--- src/rtl/gb_cart_pkg.sv ---
// rtl/gb_cart_pkg.sv - shared FSM states, region bases and RAM enable key for the cartridge responder
package gb_cart_pkg;

  typedef enum logic [2:0] {
    ST_IDLE,
    ST_FETCH,
    ST_DRIVE,
    ST_RAMWR,
    ST_WAIT_END
  } state_e;

  localparam logic [15:0] BANK1_BASE = 16'h2000;
  localparam logic [15:0] BANK2_BASE = 16'h4000;
  localparam logic [15:0] MODE_BASE  = 16'h6000;
  localparam logic [15:0] RAM_BASE   = 16'hA000;
  localparam logic [3:0]  RAM_EN_KEY = 4'hA;

  function automatic logic in_ram_window(input logic [15:0] a);
    return a[15:13] == RAM_BASE[15:13];
  endfunction

endpackage

--- src/rtl/bus_sync_edge.sv ---
// rtl/bus_sync_edge.sv - synchronizes one active-low bus strobe and flags its falling edge
module bus_sync_edge #(
  parameter int STAGES = 2
) (
  input  logic clk,
  input  logic rst,
  input  logic async_n_i,
  output logic sync_n_o,
  output logic fell_o
);

  logic [STAGES-1:0] sync_q;
  logic              prev_q;

  always_ff @(posedge clk or posedge rst) begin
    if (rst) begin
      sync_q <= '1;
      prev_q <= 1'b1;
    end else begin
      sync_q[0] <= async_n_i;
      for (int i = 1; i < STAGES; i++) begin
        sync_q[i] <= sync_q[i-1];
      end
      prev_q <= sync_q[STAGES-1];
    end
  end

  assign sync_n_o = sync_q[STAGES-1];
  assign fell_o   = prev_q & ~sync_q[STAGES-1];

endmodule

--- src/rtl/mbc1_responder.sv ---
// rtl/mbc1_responder.sv - MBC1-style cartridge bank controller bridging console strobes to a ROM/RAM backing store
module mbc1_responder
  import gb_cart_pkg::*;
#(
  parameter int ROM_BANKS   = 128,
  parameter int RAM_BANKS   = 4,
  parameter int SYNC_STAGES = 2
) (
  input  logic        clk,
  input  logic        rst,
  input  logic [15:0] bus_a,
  input  logic [7:0]  bus_d_in,
  output logic [7:0]  bus_d_out,
  output logic        bus_d_oe,
  input  logic        bus_rd_n,
  input  logic        bus_wr_n,
  input  logic        bus_cs_n,
  output logic        mem_req,
  output logic        mem_we,
  output logic        mem_sel,
  output logic [20:0] mem_addr,
  output logic [7:0]  mem_wdata,
  input  logic        mem_ack,
  input  logic [7:0]  mem_rdata
);

  localparam logic [6:0] ROM_MASK = 7'(ROM_BANKS - 1);
  localparam logic [1:0] RAM_MASK = 2'(RAM_BANKS - 1);

  logic rd_sync_n, rd_fell;
  logic wr_sync_n, wr_fell;
  logic cs_sync_n, cs_fell_unused;

  bus_sync_edge #(.STAGES(SYNC_STAGES)) u_rd_sync (
    .clk(clk), .rst(rst), .async_n_i(bus_rd_n), .sync_n_o(rd_sync_n), .fell_o(rd_fell)
  );
  bus_sync_edge #(.STAGES(SYNC_STAGES)) u_wr_sync (
    .clk(clk), .rst(rst), .async_n_i(bus_wr_n), .sync_n_o(wr_sync_n), .fell_o(wr_fell)
  );
  bus_sync_edge #(.STAGES(SYNC_STAGES)) u_cs_sync (
    .clk(clk), .rst(rst), .async_n_i(bus_cs_n), .sync_n_o(cs_sync_n), .fell_o(cs_fell_unused)
  );

  state_e      state_q, state_d;
  logic [15:0] addr_q, addr_d;
  logic [7:0]  wdata_q, wdata_d;
  logic [7:0]  dout_q, dout_d;
  logic        ram_en_q, ram_en_d;
  logic [4:0]  bank1_q, bank1_d;
  logic [1:0]  bank2_q, bank2_d;
  logic        mode_q, mode_d;
  logic        abort_q, abort_d;

  logic ram_hit;
  assign ram_hit = ~cs_sync_n & in_ram_window(bus_a);

  always_ff @(posedge clk or posedge rst) begin
    if (rst) begin
      state_q  <= ST_IDLE;
      addr_q   <= '0;
      wdata_q  <= '0;
      dout_q   <= 8'hFF;
      ram_en_q <= 1'b0;
      bank1_q  <= 5'd1;
      bank2_q  <= 2'd0;
      mode_q   <= 1'b0;
      abort_q  <= 1'b0;
    end else begin
      state_q  <= state_d;
      addr_q   <= addr_d;
      wdata_q  <= wdata_d;
      dout_q   <= dout_d;
      ram_en_q <= ram_en_d;
      bank1_q  <= bank1_d;
      bank2_q  <= bank2_d;
      mode_q   <= mode_d;
      abort_q  <= abort_d;
    end
  end

  always_comb begin
    state_d  = state_q;
    addr_d   = addr_q;
    wdata_d  = wdata_q;
    dout_d   = dout_q;
    ram_en_d = ram_en_q;
    bank1_d  = bank1_q;
    bank2_d  = bank2_q;
    mode_d   = mode_q;
    abort_d  = abort_q;
    unique case (state_q)
      ST_IDLE: begin
        // A write wins over a read that falls in the same cycle.
        if (wr_fell) begin
          addr_d  = bus_a;
          wdata_d = bus_d_in;
          state_d = ST_WAIT_END;
          if (!bus_a[15]) begin
            if (bus_a[14:13] == BANK1_BASE[14:13]) begin
              bank1_d = (bus_d_in[4:0] == 5'd0) ? 5'd1 : bus_d_in[4:0];
            end else if (bus_a[14:13] == BANK2_BASE[14:13]) begin
              bank2_d = bus_d_in[1:0];
            end else if (bus_a[14:13] == MODE_BASE[14:13]) begin
              mode_d = bus_d_in[0];
            end else begin
              ram_en_d = (bus_d_in[3:0] == RAM_EN_KEY);
            end
          end else if (ram_hit && ram_en_q) begin
            state_d = ST_RAMWR;
          end
        end else if (rd_fell) begin
          addr_d  = bus_a;
          abort_d = 1'b0;
          if (!bus_a[15] || (ram_hit && ram_en_q)) begin
            state_d = ST_FETCH;
          end else begin
            dout_d  = 8'hFF;
            state_d = ST_DRIVE;
          end
        end
      end
      ST_FETCH: begin
        if (rd_sync_n) abort_d = 1'b1;
        if (mem_ack) begin
          if (abort_q || rd_sync_n) begin
            state_d = ST_IDLE;
          end else begin
            dout_d  = mem_rdata;
            state_d = ST_DRIVE;
          end
        end
      end
      ST_DRIVE: begin
        if (rd_sync_n) state_d = ST_IDLE;
      end
      ST_RAMWR: begin
        if (mem_ack) state_d = ST_WAIT_END;
      end
      ST_WAIT_END: begin
        if (wr_sync_n) state_d = ST_IDLE;
      end
      default: state_d = ST_IDLE;
    endcase
  end

  logic [6:0] rom_bank;
  logic [1:0] ram_bank;

  always_comb begin
    rom_bank = '0;
    if (addr_q[14]) begin
      rom_bank = {bank2_q, bank1_q} & ROM_MASK;
    end else if (mode_q) begin
      rom_bank = {bank2_q, 5'd0} & ROM_MASK;
    end
    ram_bank = (mode_q ? bank2_q : 2'd0) & RAM_MASK;
  end

  assign mem_req   = (state_q == ST_FETCH) || (state_q == ST_RAMWR);
  assign mem_we    = (state_q == ST_RAMWR);
  assign mem_sel   = addr_q[15];
  assign mem_addr  = addr_q[15] ? {6'd0, ram_bank, addr_q[12:0]} : {rom_bank, addr_q[13:0]};
  assign mem_wdata = wdata_q;
  assign bus_d_out = dout_q;
  assign bus_d_oe  = (state_q == ST_DRIVE);

endmodule

--- config.mk ---
export PLATFORM = sky130hd
export DESIGN_NAME = mbc1_responder
export DESIGN_NICKNAME = d
export VERILOG_FILES = /design/src/rtl/gb_cart_pkg.sv /design/src/rtl/bus_sync_edge.sv /design/src/rtl/mbc1_responder.sv
export SDC_FILE = /design/constraint.sdc
export NUM_CORES = 1
export LEC_CHECK = 0
export ABC_AREA = 1
export BUFFER_PORTS_ARGS = -buffer_cell sky130_fd_sc_hd__buf_2
export CAP_MARGIN = 5
export CORE_MARGIN = 2
export CORE_UTILIZATION = 40
export CTS_BUF_LIST = sky130_fd_sc_hd__clkbuf_4 sky130_fd_sc_hd__clkbuf_8
export DETAILED_ROUTE_END_ITERATION = 6
export GPL_TIMING_DRIVEN = 0
export MAX_ROUTING_LAYER = met4
export PLACE_DENSITY = 0.66
export SYNTH_ARGS = -nofsm -noshare
export SYNTH_HDL_FRONTEND = slang
export SYNTH_SLANG_ARGS = --single-unit
--- constraint.sdc ---
create_clock -name clk -period 1.7 [get_ports clk]
set_input_delay 0 -clock clk [delete_from_list [all_inputs] [get_ports clk]]
set_output_delay 0 -clock clk [all_outputs]
set_load 0.02 [all_outputs]
# Word level (Yosys, flattened, before mapping)
# Cells that the tools add are included.
# word_totals
register_bits,53
# classes
n_eq_ne,19
muxes,28
bitwise_logic,10
reduce_logical,18
# ops
operator,n
$mux 8,5
$mux 16,2
$mux 3,8
$mux 21,1
$reduce_and 6->1,3
$pmux 8 s2,1
$pmux 3 s5,1
$mux 7,2
$ne 2x2->1 const B,5
$reduce_and 5->1,2
$ne 2x1->1 const B,4
$reduce_and 4->1,2
$not 1->1,7
$eq 3x2->1 const B,2
$eq 3x3->1 const B,2
$mux 2,3
$logic_not 5->1,1
$mux 5,1
$eq 2x2->1 const B,2
$eq 4x4->1 const B,1
$reduce_and 2->1,2
$reduce_bool 2->1,2
$and 1x1->1,3
$eq 3x1->1 const B,1
other kinds (8),12

# Depth between registers and ports, before layout
# logic_depth
ltp_word,8
depth_mapped,9
depth_no_buf,8

# Modules after synthesis
# A second synthesis with hierarchy kept.
# unflattened
hier_cells,301
hier_area_um2,2621.3
# modules_own_cells
module,n_inst,cells_each,area_per_inst_um2
mbc1_responder,1,283,2343.5
bus_sync_edge,3,6,92.6

# Least setup slack after synthesis
# No wires, ideal clock.
# synth_path
path_type,reg-to-reg
startpoint,register u_wr_sync.sync_q[1]
endpoint,register addr_q[0]
t_arrival_ps,1226
required_ps,1635
path_slack_ps,409
path_stages_with_launch,8
n_path_buf,1
synth_period_minus_slack_ps,1291
path_cell_list,dfstp_2 inv_1 nand2_2 nand2_1 nand2_2 buf_6 nand2_1 nand2_1
# synth_between
elab_chain_len,4
word_cells_on_any_way,5
cone_classes,mux (1); bitwise (2); reduce/logical (2)
# synth_rtl
item,line,rtl
"start, declared",bus_sync_edge.sv:12,logic [STAGES-1:0] sync_q;
"start signal, assigned by index",bus_sync_edge.sv:22,sync_q[i] <= sync_q[i-1];
$not 1->1 *,bus_sync_edge.sv:29,assign fell_o = prev_q & ~sync_q[STAGES-1];
$and 1x1->1 *,bus_sync_edge.sv:29,
$reduce_bool 2->1 (no source line),n/a,
$reduce_and 2->1 (no source line),n/a,
"end signal, assigned",mbc1_responder.sv:70,addr_q <= addr_d;
"end, declared",mbc1_responder.sv:45,"logic [15:0] addr_q, addr_d;"
# Every way passes the cells marked *; elsewhere a longest branch is shown, timed or not.
# A chain may end at the register's enable or synchronous reset.

# Worst setup path after layout
# layout_path
startpoint,input bus_a[14]
endpoint,register dout_q[6] (netlist: bus_d_out[6])
# layout_between
elab_chain_len,6
# layout_rtl
item,line,rtl
"start, declared",mbc1_responder.sv:11,"input logic [15:0] bus_a,"
$eq 3x3->1,gb_cart_pkg.sv:19,return a[15:13] == RAM_BASE[15:13];
$and 1x1->1,mbc1_responder.sv:55,assign ram_hit = ~cs_sync_n & in_ram_window(bus_a);
$logic_and 1x1->1,mbc1_responder.sv:114,if (!bus_a[15] || (ram_hit && ram_en_q)) begin
$logic_or 1x1->1,mbc1_responder.sv:114,
$ne 2x2->1 (no source line),n/a,
$reduce_and 6->1 (no source line),n/a,
"end signal, assigned",mbc1_responder.sv:72,dout_q <= dout_d;
"end, declared",mbc1_responder.sv:47,"logic [7:0] dout_q, dout_d;"
# Every way passes these cells.

==> summary.txt <==
Run status
  – Status: completed

Worst setup path
  – CP delay by family, top: simple AND/OR/NAND/NOR gates
  – Buffers & Inverters on Critical Path: 3
  – WP data required: 1.95 ns
  – Worst Setup Start Kind: input pin
  – CP cell instances: dlygate4sd3_1, buf_2, inv_1, ha_1, nand4_1, nand2_1, nand2_2, nand3_4, nand2_1, nand2_1
  – Slowest stage cell on the critical path: dlygate4sd3_1
  – Critical path arrival: 1.79 ns
  – Crit path capture type: flop
  – Slowest stage delay, CP: 0.53 ns
  – CP max FO: 9
  – Reg2Reg Launch Point: u_wr_sync.sync_q[1]
  – CP startpoint: bus_a[14]
  – Setup CP Type: input pin to flop
  – Cell mode on critical path: nand2_1

Timing
  – Final setup vio count: 0
  – Worst-margin pin slew: 0.366 ns
  – Max_slew headroom: 0.756
  – Slew Limit Fails: 0
  – Minimum clock period: 1.54 ns
  – Peak Freq: 649 MHz
  – RSZ-0062 raised after global routing: no
  – Hold Violations, Final: 0
  – WHS: 0.00632 ns
  – Period utilisation layout: 0.906
  – Setup slack after layout: 0.160 ns
  – Skew final: 0.0102 ns

Floorplan
  – Die footprint: 7040 sq um
  – Ports: 79
  – Die width: 83.9 microns
  – Die Y: 83.9 microns
  – Core area: 6280 sq um
  – Initial core utilization: 0.407
  – # rows: 29

Yosys
  – Sequential cell area fraction in the yosys report: 0.528
  – Yosys top cell area share: 0.353
  – Synthesized net count: 328
  – Top area cells in the synthesized netlist: dfrtp_1 (35%), dfstp_2 (17%), nand2_1 (12%)
  – Ys async rst share: 1.00
  – Synthesis Warnings: 0
  – Post-synth top cells: nand2_1 (84), dfrtp_1 (36), inv_1 (26)
  – Synth Flop Type: dfrtp_1
  – Most common cell in the synthesized netlist: nand2_1
  – Syn_area_per_cell: 8.90 sq um
  – Number of flops mapped to enable cells by yosys: 0
  – Synth unique cells: 28
  – Yosys top cell by area: dfrtp_1
  – Cell area after synthesis: 2550 sq um
  – Synth Register Bits: 53
  – Mapped Cells: 287

Clock network
  – Total CTS buffers: 5
  – CTS H-tree lvls: 2
  – Root buffer cell: clkbuf_8
  – Post-CTS setup buffer count: 0
  – Clock tree sinks: 53
  – CTS tree: built
  – Clock tree buffer depth: 2
  – Clk pin slew, worst setup/hold paths: 0.10 ns
  – Clk_lat worst skew: 0.31 ns

Placed design
  – DP Cell Count: 443
  – Port Buffers: 78
  – Pre-CTS setup slack: 0.231 ns
  – Final HPWL DP: 3890 microns
  – Gp weighted congestion: 0.794

Global route
  – GR Overflow Total: 0
  – Largest net degree at the start of global routing: 39
  – GRT Util Overall: 0.167
  – Initial antenna violation count: 0
  – First-pass GRT wire length: 9290 microns
  – Vias in the first global route: 2,157

Power
  – Internal Pwr Total: 3.27 mW
  – Clock share of power: 0.122
  – Max VDD drop: 0.000863 V
  – Sequential Power Share: 0.374
  – Lkg Pwr: 1.82 nW
  – Switch share: 0.435
  – Pwr dens: 1700 nW/um^2
  – Gate power share: 0.504
  – Switching Power: 2.52 mW

Finish
  – Number of fill cells: 583
  – Area Overhead vs Synth: 33.2%
  – Share of cells above drive strength 1: 0.378
  – # nets final: 439
  – Multi-input logic area: 947 sq um
  – Fin cells: 476
  – Ant diodes: 0
  – Register Area: 1350 sq um

Worst hold path
  – HP Start: bus_d_in[0]
  – Type of the worst min-delay path: input pin to flop

Routing
  – Residual DRC: 0
  – Antenna-violating nets left: 0
  – Via count: 2,201
  – Per-cell routed wire length: 11.3 microns
  – Initial DRC Count: 32
  – DRT Wirelength: 5390 microns
  – Routed via count divided by cell count: 4.62
  – Router iterations before antenna repair: 4

Job
  – Number of max-cap violations: 0
## cell type report
type,instances,share of cell area
buffer,19,0.0427
clock buffer,5,0.0202
clock inverter,3,0.00662
inverter,29,0.0335
multi-input combinational,186,0.278
sequential,53,0.396
tap,77,0.0283
timing repair buffer,104,0.194
## per-layer routing
layer	wire, microns	track usage	vias to the layer above	part of all wire
met5	0	-	-	0
met4	66	0.0499	0	0.012
met3	313	0.0435	5	0.058
met2	2480	0.281	59	0.46
met1	2530	0.197	1010	0.47
li1	-	-	1127	-
## placed cells by master (no fill, tap or decap), drive strengths merged, types with 12 or more instances in the layout
master       count
nor2            16
nand3           26
dlygate4sd3     25
buf             97
inv             29
nand4           12
dfrtp           36
dfstp           17
o21ai           21
nand2           92
## registers in the layout, summed over array words and instances, names as in the netlist
| signal | cells |
|---|---|
| ram_en_q | 1 |
| bank1_q | 5 |
| u_wr_sync.sync_q | 2 |
| bus_d_out | 8 |
| u_cs_sync.sync_q | 2 |
| bank2_q | 2 |
| u_wr_sync.prev_q | 1 |
| mode_q | 1 |
| addr_q | 16 |
| mem_wdata | 8 |
| u_rd_sync.sync_q | 2 |
| state_q | 3 |
| abort_q | 1 |
| u_rd_sync.prev_q | 1 |
## worst paths after layout
path                       cells after the start                   to  slack, ns
hold / removal                                 3         mem_wdata[0]      0.006
min in group asynchronous                      3              abort_q       0.21
setup / recovery                              10         bus_d_out[6]       0.16
max in group asynchronous                      4  u_cs_sync.sync_q[0]       0.91
setup reg to reg                               7            addr_q[0]       0.23
hold reg to reg                                0  u_rd_sync.sync_q[1]       0.36
## worst min-delay path, cell delays in order
cell and delay [ns]:
buf_2 0.07, inv_1 0.08, o21ai_2 0.14
## per-stage QoR
stage               power (mW)  utilization  TNS (ns)  area (sq um)
finish                    5.79        0.542         0          3400
floorplan                 4.31            -         0          2550
detailed placement        5.09        0.488         0          3060
CTS                       5.86        0.542         0          3400
global placement          5.03        0.484    -10.76          3040
global route              6.28        0.542         0          3400
## power by group through the flow
| stage | combinational (mW) | sequential, mW | clock (mW) |
|---|---|---|---|
| 2_1_floorplan | 1.91 | 2.40 | 0 |
| 3_3_place_gp | 2.86 | 2.17 | 0 |
| 3_5_place_dp | 2.91 | 2.19 | 0 |
| 4_1_cts | 2.95 | 2.16 | 0.744 |
| 5_1_grt | 3.25 | 2.24 | 0.793 |
| 6_report | 2.92 | 2.16 | 0.708 |
## what timing repair did
action / in CTS / in global routing
resized for setup: 0 / 0
hold endpoints to repair: 40 / 0
hold buffers: 25 / 0
## cell families after synthesis
group	count (synthesis)	share of synthesized area
buf+inv	48	0.101
simple gates	157	0.295
fa+ha+maj	3	0.0147
flops	53	0.528
compound gates	26	0.0608
Power figures use the tool's default switching activity.
